===== src/rtl/bcd_up_acc_if.sv =====
// bcd_up_acc_if: add-request handshake carrying the two-digit BCD addend
interface bcd_up_acc_if;
   logic       add_valid;
   logic       add_ready;
   logic [3:0] add_L;
   logic [3:0] add_M;
   modport master (output add_valid, add_L, add_M, input add_ready);
   modport slave (input add_valid, add_L, add_M, output add_ready);
endinterface


===== src/rtl/bcd_up_acc.sv =====
// bcd_up_acc: three-digit BCD accumulator, digit-serial add with saturation at MAX
module bcd_up_acc #(
   parameter logic [3:0] INIT_H = 4'h0,
   parameter logic [3:0] INIT_M = 4'h0,
   parameter logic [3:0] INIT_L = 4'h0,
   parameter logic [3:0] MAX_H  = 4'h9,
   parameter logic [3:0] MAX_M  = 4'h9,
   parameter logic [3:0] MAX_L  = 4'h9
) (
   input  logic         clk,
   input  logic         reset,
   input  logic         loadN,
   input  logic         enable1,
   input  logic         enable2,
   bcd_up_acc_if.slave  bus,
   output logic [3:0]   countL,
   output logic [3:0]   countM,
   output logic [3:0]   countH,
   output logic         tc,
   output logic         ovf
);
   localparam logic [11:0] INIT = {INIT_H, INIT_M, INIT_L};
   localparam logic [11:0] MAX  = {MAX_H, MAX_M, MAX_L};

   typedef enum logic [2:0] {IDLE, ADD_L, ADD_M, ADD_H, CHK} state_t;
   state_t state, next_state;

   logic [3:0] opL, opM, sL, sM, sH;
   logic       carry, hc, hs, sat;
   logic [4:0] lsum, msum, hsum;

   assign bus.add_ready = (state == IDLE) & enable1 & enable2 & loadN & ~reset;
   assign hs = bus.add_valid & bus.add_ready;
   assign tc = ({countH, countM, countL} == MAX);

   always_comb begin
      next_state = !loadN            ? IDLE :
                   (state == IDLE)   ? (hs ? ADD_L : IDLE) :
                   (state == ADD_L)  ? ADD_M :
                   (state == ADD_M)  ? ADD_H :
                   (state == ADD_H)  ? CHK : IDLE;
      lsum = {1'b0, sL} + {1'b0, opL};
      msum = {1'b0, sM} + {1'b0, opM} + {4'b0, carry};
      hsum = {1'b0, sH} + {4'b0, carry};
      sat  = hc | ({sH, sM, sL} > MAX);
   end

   always_ff @(posedge clk or posedge reset)
      if (reset) state <= IDLE;
      else state <= next_state;

   // the working sum lives in sL/sM/sH so the count only moves in CHK
   always_ff @(posedge clk or posedge reset)
      if (reset) begin
         {countH, countM, countL} <= '0;
         ovf <= 1'b0;
         {opL, opM, sL, sM, sH} <= '0;
         carry <= 1'b0;
         hc <= 1'b0;
      end else if (!loadN) begin
         {countH, countM, countL} <= INIT;
         ovf <= 1'b0;
      end else begin
         if (hs) begin
            opL <= (bus.add_L > 4'd9) ? 4'd9 : bus.add_L;
            opM <= (bus.add_M > 4'd9) ? 4'd9 : bus.add_M;
            {sH, sM, sL} <= {countH, countM, countL};
            carry <= 1'b0;
            hc <= 1'b0;
         end
         if (state == ADD_L) begin
            sL <= (lsum > 5'd9) ? 4'(lsum - 5'd10) : lsum[3:0];
            carry <= lsum > 5'd9;
         end
         if (state == ADD_M) begin
            sM <= (msum > 5'd9) ? 4'(msum - 5'd10) : msum[3:0];
            carry <= msum > 5'd9;
         end
         if (state == ADD_H) begin
            sH <= (hsum > 5'd9) ? 4'(hsum - 5'd10) : hsum[3:0];
            hc <= hsum > 5'd9;
         end
         if (state == CHK) begin
            {countH, countM, countL} <= sat ? MAX : {sH, sM, sL};
            ovf <= ovf | sat;
         end
      end
endmodule


===== src/flat_wrapper.sv =====
// flat-port wrapper written by rule: the top's interface ports become plain ports
module bcd_up_acc_flat 
#(
   parameter logic [3:0] INIT_H = 4'h0,
   parameter logic [3:0] INIT_M = 4'h0,
   parameter logic [3:0] INIT_L = 4'h0,
   parameter logic [3:0] MAX_H  = 4'h9,
   parameter logic [3:0] MAX_M  = 4'h9,
   parameter logic [3:0] MAX_L  = 4'h9
)
  (clk, reset, loadN, enable1, enable2, countL, countM, countH, tc, ovf, bus_add_valid, bus_add_L, bus_add_M, bus_add_ready);
  bcd_up_acc_if bus_i ();
  input  logic clk;
  input  logic reset;
  input  logic loadN;
  input  logic enable1;
  input  logic enable2;
  output logic [3:0] countL;
  output logic [3:0] countM;
  output logic [3:0] countH;
  output logic tc;
  output logic ovf;
  input wire logic [$bits(bus_i.add_valid)-1:0] bus_add_valid;
  input wire logic [$bits(bus_i.add_L)-1:0] bus_add_L;
  input wire logic [$bits(bus_i.add_M)-1:0] bus_add_M;
  output wire logic [$bits(bus_i.add_ready)-1:0] bus_add_ready;
  assign bus_i.add_valid = bus_add_valid;
  assign bus_i.add_L = bus_add_L;
  assign bus_i.add_M = bus_add_M;
  assign bus_add_ready = bus_i.add_ready;
  bcd_up_acc #(.INIT_H(INIT_H), .INIT_M(INIT_M), .INIT_L(INIT_L), .MAX_H(MAX_H), .MAX_M(MAX_M), .MAX_L(MAX_L)) u_core (.clk(clk), .reset(reset), .loadN(loadN), .enable1(enable1), .enable2(enable2), .bus(bus_i), .countL(countL), .countM(countM), .countH(countH), .tc(tc), .ovf(ovf));
endmodule

===== config.mk =====
export PLATFORM = sky130hd
export DESIGN_NAME = bcd_up_acc_flat
export DESIGN_NICKNAME = d
export VERILOG_FILES = /design/src/rtl/bcd_up_acc_if.sv /design/src/rtl/bcd_up_acc.sv /design/src/flat_wrapper.sv
export SDC_FILE = /design/constraint.sdc
export NUM_CORES = 1
export LEC_CHECK = 0
export CAP_MARGIN = 20
export CORE_MARGIN = 2
export CORE_UTILIZATION = 35
export CTS_CLUSTER_SIZE = 24
export DETAILED_ROUTE_END_ITERATION = 16
export SYNTH_ARGS = -nofsm -noshare
export SYNTH_HDL_FRONTEND = slang
export SYNTH_SLANG_ARGS = --single-unit

===== constraint.sdc =====
create_clock -name clk -period 5 [get_ports clk]
set_input_delay 0.5 -clock clk [delete_from_list [all_inputs] [get_ports clk]]
set_output_delay 0.5 -clock clk [all_outputs]
set_load 0.01 [all_outputs]

==> out/qor.yml <==
crit-reg2reg-capture: "u_core.sM[2]"
worst_r2r_startpoint: "u_core.carry"
wire_length_of_the_first_global_routing_pass_um: 9535
via_density: 5.696
n_fill_cell: 660
post_route_cells_drive_above_1_share_pct: 8.456
critPathKind: "flip-flop to flip-flop"
tot_gr_track_use_pct: 16.47
die-height_um: 86.66
grt_remaining_overflow: 0
cp_capture_type: "flip-flop"
cts.sink_count: 38
dp_worst_setup_slack_ps: 1932
post_synth_num_cell_types: 61
final.min_clock_period_ps: 3068
placed_area_mm2: 0.002758
synth_enable_flop_cells: 0
setup-tns-final_ps: 0
critical_path.startpoint_type: "flip-flop"
switchingPower_w: 0.0004524
drt.antenna.violating_nets: 0
arrival_ps: 3250
gp_routability_congestion: 0.8664
layout-area-overhead-vs-synth_pct: 18.79
ys_async_sr_fraction_pct: 100.0
drt_drc_violations_left: 0
synth.yosys.warnings: 0
numCtsBuffers: 5
placement.io_buffers: 28
final.setup_skew_ps: 4.660
status: "finished clean"
routed_wire_length_per_instance_um: 16.12
power.static_leakage_nw: 1.202
clock_latency_ps: 300
synthesis.instances: 243
max-cap-violations: 0
postSynthNetCount: 272
floorplan.core_area_mm2: 0.006719
placementRows: 30
fp.dieArea_mm2: 0.007509
ys.flop_type: "sky130_fd_sc_hd__dfrtp_1"
drt_first_pass_iters: 4
fin_util_pct: 42.27
route.vias.total: 2005
tightest_slew_ps: 648.1
grt_antenna_before_repair: 0
post-cts-setup-buffer-count: 0
postCtsResizedCells: 0
required_time_worst_endpoint_ps: 5180
clock_power_share_pct: 18.0
synth.cell_area_mm2: 0.002391
largest_net_degree_at_the_start_of_global_routing: 39
design.portCount: 29
power.share.combinational_pct: 46.6
die_width_um: 86.66
finalWirelength_um: 5673
ff2ff_setup_slack_ps: 1930
power.density_cell_area_mw_per_mm2: 422.0
grt_setup_unrepaired: "no"
final-max-slew-violation-count: 0
crit_end: "u_core.sM[2]"
hold_path_class: "flip-flop to flip-flop"
clk_path_buf_depth: 2
irDropWorstVdd_uv: 206.1
swShare_pct: 37.75
syn_area_per_cell_um2: 9.840
n_antenna_cell: 0
cts.hold.buffers_added: 0
grt_pass1_vias: 1921
yosysSeqAreaShare_pct: 39.77
clockRootBuffer: "sky130_fd_sc_hd__clkbuf_8"
final_min_period_over_clock_period_pct: 61.37
synth.ff_latch_count: 38
setup.worst_path.start: "u_core.carry"
setup_viol: 0
detailedPlacementHpwl_um: 4272
p_int_w: 0.0007462
postLayoutCellArea_mm2: 0.002840
layout.nets: 302
clock.fmax_mhz: 325.9
r2r_cells: 9
finalWorstSetupSlack_ps: 1932
tritoncts: "yes"
timing_hold_violations_final: 0
initial_core_utilization_pct: 35.59
drtIter0Drc: 111
critPathMaxFanout: 4
timing.slew.headroom_pct: 56.47
final_non_filler_cells: 352
cts_htree_levels: 2
dp_cells: 346
cts.reportedPaths.clkPinSlew_ps: 70
seqPwrFrac_pct: 35.3
==> worst min path at each step <==
stage / endpoint / startpoint / depth (start not counted) / slack, ps
after floorplan: u_core.opL[2] / u_core.opL[2] / 2 / 450
after global placement: u_core.ovf / u_core.ovf / 2 / 470
after detailed placement: u_core.opM[2] / u_core.opM[2] / 2 / 480
after CTS: u_core.opM[2] / u_core.opM[2] / 2 / 500
after global routing: u_core.opL[2] / u_core.opL[2] / 2 / 530
final: u_core.opM[2] / u_core.opM[2] / 2 / 490
==> cells in the mapped netlist, drive strengths merged (2+ instances only) <==
library cell / number / area (um2)
a21oi: 11 / 55.05
mux2: 2 / 22.52
a211oi: 4 / 30.03
nand2b: 10 / 62.56
nor4b: 2 / 17.52
a2bb2oi: 2 / 17.52
o211ai: 3 / 22.52
inv: 11 / 41.29
or2: 3 / 18.77
buf: 2 / 10.01
o21ai: 18 / 90.08
nor2b: 5 / 31.28
a21boi: 2 / 15.01
xnor2: 4 / 35.03
a221o: 3 / 30.03
mux2i: 7 / 70.07
and3: 4 / 30.03
and2: 5 / 32.53
clkbuf: 5 / 18.77
nand4: 2 / 12.51
nand3: 5 / 25.02
ha: 12 / 150.1
fa: 3 / 60.06
nor3b: 3 / 22.52
nor4: 4 / 40.04
a31o: 2 / 17.52
a31oi: 3 / 18.77
a22o: 3 / 26.28
a21o: 3 / 22.52
a221oi: 2 / 17.52
a32o: 4 / 40.04
nor2: 13 / 48.80
nand2: 17 / 66.32
o31ai: 2 / 15.01
and3b: 3 / 26.28
nor3: 3 / 20.02
dfrtp: 38 / 950.9
==> routing by layer <==
metal  up-vias  routed length (um)  global-route usage (%)  share of wire, %
li1        977                   -                       -                 -
met4         0                  69                   4.688               1.2
met1       979                2735                   23.36                48
met2        42                2608                   25.31                46
met3         7                 259                   3.619               4.6
met5         -                   0                       0                 0
==> through the flow <==
| step | hold slack [ps] | total power [W] |
|---|---|---|
| after detailed placement | 478.9 | 0.0009880 |
| after floorplan | 453.8 | 0.0008631 |
| final | 490.4 | 0.001199 |
| after CTS | 496.5 | 0.001207 |
| after global routing | 532.4 | 0.001298 |
| after global placement | 472.7 | 0.0009785 |
==> cell type report <==
cell class                 instances  area [um2]  area share [%]
multi-input combinational        187        1370           48.24
sequential                        38       950.9           33.48
timing repair buffer              30       295.3           10.40
tap                               80       100.1           3.524
clock buffer                       6       82.58           2.907
inverter                          11       41.29           1.454
==> worst max-delay path: stages (launching register included) <==
cell                      delay, ps
sky130_fd_sc_hd__dfrtp_1        420
sky130_fd_sc_hd__fa_1           470
sky130_fd_sc_hd__fa_1           420
sky130_fd_sc_hd__xnor2_1        290
sky130_fd_sc_hd__ha_1           250
sky130_fd_sc_hd__nor2b_1        130
sky130_fd_sc_hd__a21oi_1         50
sky130_fd_sc_hd__a311o_1        430
sky130_fd_sc_hd__mux2i_1        150
sky130_fd_sc_hd__a221o_1        330
==> placed cells by master, fill, tap and decap left out, types with 3 or more instances in the layout <==
cell type and instances:
sky130_fd_sc_hd__a211oi_1 4, sky130_fd_sc_hd__a21o_1 3, sky130_fd_sc_hd__a21oi_1 11, sky130_fd_sc_hd__a221o_1 3, sky130_fd_sc_hd__a22o_1 3, sky130_fd_sc_hd__a31oi_1 3, sky130_fd_sc_hd__a32o_1 4, sky130_fd_sc_hd__and2_1 4
sky130_fd_sc_hd__and3_1 3, sky130_fd_sc_hd__and3b_1 3, sky130_fd_sc_hd__clkbuf_8 6, sky130_fd_sc_hd__clkdlybuf4s50_1 28, sky130_fd_sc_hd__dfrtp_1 38, sky130_fd_sc_hd__fa_1 3, sky130_fd_sc_hd__ha_1 12, sky130_fd_sc_hd__inv_1 11
sky130_fd_sc_hd__mux2i_1 7, sky130_fd_sc_hd__nand2_1 16, sky130_fd_sc_hd__nand2b_1 10, sky130_fd_sc_hd__nand3_1 5, sky130_fd_sc_hd__nor2_1 13, sky130_fd_sc_hd__nor2b_1 5, sky130_fd_sc_hd__nor3b_1 3, sky130_fd_sc_hd__nor4_1 3
sky130_fd_sc_hd__o211ai_1 3, sky130_fd_sc_hd__o21ai_0 17, sky130_fd_sc_hd__or2_2 3, sky130_fd_sc_hd__xnor2_1 4
==> flip-flops by register name (all words and copies together), names as in the netlist <==
| register | cells |
|---|---|
| u_core.sL | 4 |
| u_core.sH | 4 |
| u_core.opM | 4 |
| u_core.countH | 4 |
| u_core.countL | 4 |
| u_core.ovf | 1 |
| u_core.state | 3 |
| u_core.sM | 4 |
| u_core.opL | 4 |
| u_core.carry | 1 |
| u_core.hc | 1 |
| u_core.countM | 4 |
==> kinds of logic (layout without fill, tap and decap cells) <==
group	Yosys count	count (layout)	share of synthesized area (%)
buffers and inverters	18	47	2.931
muxes	9	9	3.872
xor gates and xnor gates	5	5	1.831
DFF	38	38	39.77
adders and majority gates	15	15	8.791
AOI/OAI and AO/OA	76	76	22.61
and+or+nand+nor	82	82	20.20
==> power groups by stage <==
stage          Combinational (W)  Clock (W)  Sequential [W]
2_1_floorplan           0.000459          0        0.000404
3_3_place_gp            0.000548          0        0.000431
3_5_place_dp            0.000559          0        0.000429
4_1_cts                 0.000562   0.000221        0.000423
5_1_grt                 0.000629   0.000234        0.000435
6_report                0.000559   0.000216        0.000423
Power figures use the tool's default switching activity.
